===== src/rtl/branch_predict_resolve.sv =====
// Branch unit: tagged BTB + 2-bit counter prediction at IF, compare/mispredict/training at ID.
// Optional BRANCH_STATS_EN adds free-running branch and mispredict counters.
module branch_predict_resolve #(
    parameter int         XLEN     = 32,
    parameter int         ENTRIES  = 16,
    parameter int         TAG_W    = 8,
    parameter logic [1:0] CTR_INIT = 2'b01
) (
    input  logic            clk_i,
    input  logic            rst_i,
    input  logic [XLEN-1:0] IF_PC_i,
    output logic            Pred_Taken_o,
    output logic [XLEN-1:0] Pred_Target_o,
    input  logic            ID_Valid_i,
    input  logic            Stall_i,
    input  logic [XLEN-1:0] ID_PC_i,
    input  logic [XLEN-1:0] ID_Rs1_i,
    input  logic [XLEN-1:0] ID_Rs2_i,
    input  logic [XLEN-1:0] ID_Immediate_i,
    input  logic [2:0]      ID_ComparitorOp_i,
    input  logic            ID_BranchE_i,
    input  logic            ID_JumpE_i,
    input  logic            ID_isJALR_i,
    input  logic            ID_PredTaken_i,
    input  logic [XLEN-1:0] ID_PredTarget_i,
    output logic            Redirect_o,
    output logic [XLEN-1:0] Redirect_target_o,
    output logic            Flush_o
`ifdef BRANCH_STATS_EN
    ,
    output logic [31:0]     Stat_branches_o,
    output logic [31:0]     Stat_mispredicts_o
`endif
);
    localparam int IDX_W = $clog2(ENTRIES);

    localparam logic [2:0] OP_EQ  = 3'b000;
    localparam logic [2:0] OP_NE  = 3'b001;
    localparam logic [2:0] OP_LT  = 3'b100;
    localparam logic [2:0] OP_GE  = 3'b101;
    localparam logic [2:0] OP_LTU = 3'b110;
    localparam logic [2:0] OP_GEU = 3'b111;

    logic            valid_q  [ENTRIES];
    logic [TAG_W-1:0] tag_q   [ENTRIES];
    logic            jump_q   [ENTRIES];
    logic [XLEN-1:0] target_q [ENTRIES];
    logic [1:0]      ctr_q    [ENTRIES];

    // IF-stage lookup reads registered contents only; same-cycle updates are not bypassed.
    logic [IDX_W-1:0] if_idx;
    logic [TAG_W-1:0] if_tag;
    logic             if_hit;

    assign if_idx        = IF_PC_i[IDX_W+1:2];
    assign if_tag        = IF_PC_i[IDX_W+2 +: TAG_W];
    assign if_hit        = valid_q[if_idx] && (tag_q[if_idx] == if_tag);
    assign Pred_Taken_o  = if_hit && (jump_q[if_idx] || ctr_q[if_idx][1]);
    assign Pred_Target_o = Pred_Taken_o ? target_q[if_idx] : IF_PC_i + XLEN'(4);

    logic            cmp_true;
    logic            res_taken;
    logic [XLEN-1:0] jalr_sum;
    logic [XLEN-1:0] res_target;
    logic [XLEN-1:0] id_pc_plus4;
    logic            mispredict;

    always_comb begin
        cmp_true = 1'b0;
        case (ID_ComparitorOp_i)
            OP_EQ:   cmp_true = (ID_Rs1_i == ID_Rs2_i);
            OP_NE:   cmp_true = (ID_Rs1_i != ID_Rs2_i);
            OP_LT:   cmp_true = ($signed(ID_Rs1_i) <  $signed(ID_Rs2_i));
            OP_GE:   cmp_true = ($signed(ID_Rs1_i) >= $signed(ID_Rs2_i));
            OP_LTU:  cmp_true = (ID_Rs1_i <  ID_Rs2_i);
            OP_GEU:  cmp_true = (ID_Rs1_i >= ID_Rs2_i);
            default: cmp_true = 1'b0;
        endcase
    end

    assign res_taken   = ID_JumpE_i || (ID_BranchE_i && cmp_true);
    assign jalr_sum    = ID_Rs1_i + ID_Immediate_i;
    assign res_target  = ID_isJALR_i ? (jalr_sum & {{(XLEN-1){1'b1}}, 1'b0})
                                     : (ID_PC_i + ID_Immediate_i);
    assign id_pc_plus4 = ID_PC_i + XLEN'(4);

    // Covers wrong direction, wrong target, and non-branches that aliased to a taken entry.
    assign mispredict = ID_Valid_i &&
                        ((res_taken != ID_PredTaken_i) ||
                         (res_taken && (res_target != ID_PredTarget_i)));

    assign Redirect_o        = mispredict;
    assign Flush_o           = mispredict;
    assign Redirect_target_o = res_taken ? res_target : id_pc_plus4;

    logic [IDX_W-1:0] id_idx;
    logic [TAG_W-1:0] id_tag;
    logic             upd_en;
    logic             upd_hit;
    logic             upd_write;

    assign id_idx    = ID_PC_i[IDX_W+1:2];
    assign id_tag    = ID_PC_i[IDX_W+2 +: TAG_W];
    assign upd_en    = ID_Valid_i && !Stall_i && (ID_BranchE_i || ID_JumpE_i);
    assign upd_hit   = valid_q[id_idx] && (tag_q[id_idx] == id_tag);
    assign upd_write = upd_en && (upd_hit || res_taken);

    always_ff @(posedge clk_i or posedge rst_i) begin
        if (rst_i) begin
            for (int i = 0; i < ENTRIES; i++) begin
                valid_q[i] <= 1'b0;
                ctr_q[i]   <= CTR_INIT;
            end
        end else if (upd_en) begin
            if (upd_hit) begin
                if (res_taken && ctr_q[id_idx] != 2'b11)
                    ctr_q[id_idx] <= ctr_q[id_idx] + 2'd1;
                else if (!res_taken && ctr_q[id_idx] != 2'b00)
                    ctr_q[id_idx] <= ctr_q[id_idx] - 2'd1;
            end else if (res_taken) begin
                valid_q[id_idx] <= 1'b1;
                ctr_q[id_idx]   <= 2'b10;
            end
        end
    end

    // Payload needs no reset: it is only observed behind valid_q.
    always_ff @(posedge clk_i) begin
        if (upd_write) begin
            tag_q[id_idx]    <= id_tag;
            target_q[id_idx] <= res_target;
            jump_q[id_idx]   <= ID_JumpE_i;
        end
    end

`ifdef BRANCH_STATS_EN
    always_ff @(posedge clk_i or posedge rst_i) begin
        if (rst_i) begin
            Stat_branches_o    <= 32'd0;
            Stat_mispredicts_o <= 32'd0;
        end else if (upd_en) begin
            Stat_branches_o <= Stat_branches_o + 32'd1;
            if (mispredict)
                Stat_mispredicts_o <= Stat_mispredicts_o + 32'd1;
        end
    end
`endif
endmodule

===== config.mk =====
export PLATFORM = sky130hd
export DESIGN_NAME = branch_predict_resolve
export DESIGN_NICKNAME = d
export VERILOG_FILES = /design/src/rtl/branch_predict_resolve.sv
export SDC_FILE = /design/constraint.sdc
export NUM_CORES = 1
export LEC_CHECK = 0
export BUFFER_PORTS_ARGS = -buffer_cell sky130_fd_sc_hd__buf_2
export CAP_MARGIN = 15
export CORE_MARGIN = 8
export CORE_UTILIZATION = 40
export DETAILED_ROUTE_END_ITERATION = 6
export GPL_TIMING_DRIVEN = 0
export MAX_ROUTING_LAYER = met4
export PLACE_DENSITY_LB_ADDON = 0.2
export SLEW_MARGIN = 20
export SYNTH_ARGS = -nofsm -noshare
export SYNTH_HDL_FRONTEND = slang
export SYNTH_SLANG_ARGS = --single-unit

===== constraint.sdc =====
create_clock -name clk_i -period 4.6 [get_ports clk_i]
set_clock_uncertainty 0.15 [all_clocks]
set_input_delay 0 -clock clk_i [delete_from_list [all_inputs] [get_ports clk_i]]
set_output_delay 0 -clock clk_i [all_outputs]
set_load 0.1 [all_outputs]

==> reports/metrics.yaml <==
power:
  vdd_drop_max_uv: 295.2
  internal_power_w: 0.01162
  power_density_mw_per_mm2: 381.5
  switchingPower_w: 0.004605
  pwr-share-seq_pct: 45.7
  clock_power_share_pct: 35.4
  p_leak_nw: 14.75
  sw_frac_of_total_pct: 28.37
  power_frac_comb_pct: 18.9
floorplanning:
  fp.dieW_um: 313.7
  chipHeight_um: 313.7
  ioPinCount: 270
  core_sq_mm: 0.08810
  initial_core_util_pct: 40.24
  die_area_sq_mm: 0.09842
  row_count: 109
setup_path:
  worstPathArrival_ps: 4370
  rr_endpoint: "target_q[8][6]$_DFFE_PP_"
  end_kind: "output port"
  worst-path-max-fanout: 3
  path_cells: "buf_2 > and2_1 > fa_1 > a21o_1 > a22o_2 > o311ai_1 > nand3_1 > a31oi_1 > xor2_1 > a32o_1 > xor2_1 > nand3_1 > nor4b_2 > a21oi_2 > buf_4 > buf_4"
  slowest_delay_ps: 630
  critPathLaunchType: "primary input"
  r2r_setup_slack_ps: 170
  critical_path_class: "in -> out"
  cp.required_ps: 4450
  cp_slowest_cell: "o311ai_1"
  reg2regPathDepth: 12
  worstReg2RegStart: "tag_q[15][7]$_DFFE_PP_"
final_layout:
  regArea_sq_mm: 0.02092
  n_fill_cell: 7647
  layout-drive-gt1-share_pct: 30.75
  fin_nets: 3060
  area.growth.synth_to_final_pct: 20.00
  final_util_pct: 48.29
  multi_input_area_sq_mm: 0.01420
sta:
  finalSetupViolCount: 0
  relSlewSlack_pct: 27.12
  slew_violations: 0
  worst_pin_slew_ps: 1072
  rsz0062_at_grt: "no"
  fin_crit_ps: 4522
  finalHoldViolations: 0
  hold_ws_ps: 38.00
  fmax_mhz: 221.1
  fin_crit_sh_pct: 98.31
  fin_tns_setup_ps: 0
run:
  maxCapViolations: 0
global_routing:
  grt_max_degree: 27
  grt_use_total_pct: 23.18
  grt_pass1_wl_mm: 163.7
  grt_pass1_vias: 24540
  grt-ovfl-total: 0
  antenna_found_initial: 13
clock_network:
  cts_buffers: 73
  cts.sinks: 704
  clk_latency_ps: 610
  cts_tree: "yes"
  root_buffer: "clkbuf_16"
  cts_buffer_depth: 3
  path_clk_slew_ps: 60
  htreeDepth: 3
synth:
  ys_ff_latch: 704
  synth_area_sq_mm: 0.03545
  synth.net_count: 2615
  synthArstFlopShare_pct: 6.818
  synth-edff-count: 656
  synth_seq_area_share_pct: 59.01
  ys_warn_count: 0
  synthDistinctLibCells: 82
  syn_inst: 2310
  synth_ff_type: "edfxtp_1"
  avgSynthCellArea_sq_um: 15.35
min_path:
  holdPathEnd: "ctr_q[7]$_DFFE_PP0P_"
  min_delay_path_depth: 4
  hold_path_class: "in -> reg"
  hold_start: "ID_Valid_i"
routing:
  num_vias: 23520
  post_drt_wl_per_cell_um: 28.51
  drtIter0Drc: 2419
  viasPerCell: 5.899
  postRouteAntennaNets: 0
  drt_pass1_iterations: 5
  wirelength_mm: 113.7
  drc_errors: 0
run_status:
  status: "completed"
place:
  dp_hpwl_mm: 82.83
  port_buffers: 268
  gp_congestion: 0.9713
==> repair_timing <==
item	4_1_cts	5_1_grt
resized for setup	62	18
pin swaps	16	3
endpoints found under the hold margin	212	0
endpoints found under the setup margin	528	231
setup buffers	38	10
hold buffers	14	0
==> worst max-delay path: cells and delay by family <==
kind / cells / cell delay [ps]
XOR/XNOR: 2 / 480
AND/OR/NAND/NOR: 4 / 1040
buffers and inverters: 3 / 510
adder cells (fa/ha/maj): 1 / 390
AO/OA/AOI/OAI: 6 / 1960
==> per-stage QoR <==
step | instance area [sq um] | total power (W) | setup slack [ps] | cells
2_1_floorplan | 35460 | 0.009476 | -603.6 | 2310
3_3_place_gp | 38260 | 0.01037 | -4123 | 3743
3_5_place_dp | 39350 | 0.01049 | -2121 | 3785
4_1_cts | 42360 | 0.01629 | 1.230 | 3966
5_1_grt | 42540 | 0.01673 | 4.440 | 3986
6_report | 42540 | 0.01623 | 77.67 | 3987
==> cell usage in the layout (no fill, tap or decap), types with 32 or more instances in the layout <==
cell type,synthesis,final
buf_2,7,269
clkbuf_1,81,73
edfxtp_1,656,656
mux2_1,32,32
mux4_2,254,254
a21oi_1,123,118
dfrtp_1,32,32
nor2_1,125,108
nand2_1,138,138
buf_4,3,52
o21ai_0,70,65
nand4_1,35,35
nand3_1,62,62
xor2_1,67,66
inv_1,66,65
clkbuf_16,0,74
xnor2_1,80,80
ha_1,100,100
==> routing by layer <==
layer | share of wire (%) | global-route usage, %
met5 | 0 | -
met4 | 3.4 | 7.713
met3 | 6.3 | 3.204
met2 | 48 | 37.43
met1 | 42 | 30.33
==> state kept, by name (all words and copies together), names as in the netlist <==
signal,cells
target_q,512
tag_q,128
ctr_q,32
jump_q,16
valid_q,16
==> synth_stat cells (32+ instances only) <==
cell type / instances / area [sq um]
clkbuf_1: 81 / 304.0
a21oi_1: 123 / 615.6
mux2_1: 32 / 360.4
ha_1: 100 / 1251
xor2_1: 67 / 586.8
inv_1: 66 / 247.7
dfrtp_1: 32 / 800.8
mux4_2: 254 / 5720
o21ai_0: 70 / 350.3
nor2_1: 125 / 469.2
nand2_1: 138 / 518.0
edfxtp_1: 656 / 19700
nand3_1: 62 / 310.3
nand4_1: 35 / 219.0
xnor2_1: 80 / 700.7
==> cell families (layout without fill, tap and decap cells) <==
| kind of cell | count (synthesis) | count (layout) | synth area share (%) |
|---|---|---|---|
| compound gates | 363 | 363 | 6.494 |
| xor+xnor | 150 | 150 | 3.833 |
| fa+ha+maj | 102 | 102 | 3.642 |
| buf+inv | 183 | 683 | 2.036 |
| flops | 704 | 704 | 59.01 |
| mux | 331 | 331 | 18.49 |
| other cells | 0 | 12 | 0 |
| simple gates | 477 | 477 | 6.497 |
==> layout make-up <==
class | instances | area share [%]
flip-flops and latches | 704 | 49.17
multi-input cells | 1423 | 33.37
repair buffers | 372 | 6.676
clock buffers | 89 | 4.485
well taps | 1165 | 3.426
plain buffers | 114 | 1.300
clock inverters | 41 | 0.9088
inverters | 67 | 0.5911
diodes | 12 | 0.07058
==> power groups by stage <==
stage	clock [W]	sequential (W)	combinational, W
floorplan	0	0.00752	0.00196
global placement	0	0.00756	0.00282
detailed placement	0	0.00755	0.00294
CTS	0.00585	0.00742	0.00303
global route	0.00607	0.00743	0.00324
finish	0.00574	0.00742	0.00307
==> worst max path at each step <==
stage                      startpoint                    endpoint  slack [ps]  cells after the start
floorplan                  ID_PC_i[2]        jump_q[10]$_DFFE_PP_        -600                     13
global route              ID_isJALR_i       Redirect_target_o[13]           4                     12
global placement           ID_PC_i[2]  target_q[10][28]$_DFFE_PP_       -4120                     14
detailed placement         IF_PC_i[2]           Pred_Target_o[18]       -2120                     14
CTS                        IF_PC_i[2]           Pred_Target_o[14]           1                     11
finish              ID_Immediate_i[0]                  Redirect_o          80                     16
Power figures use the tool's default switching activity.
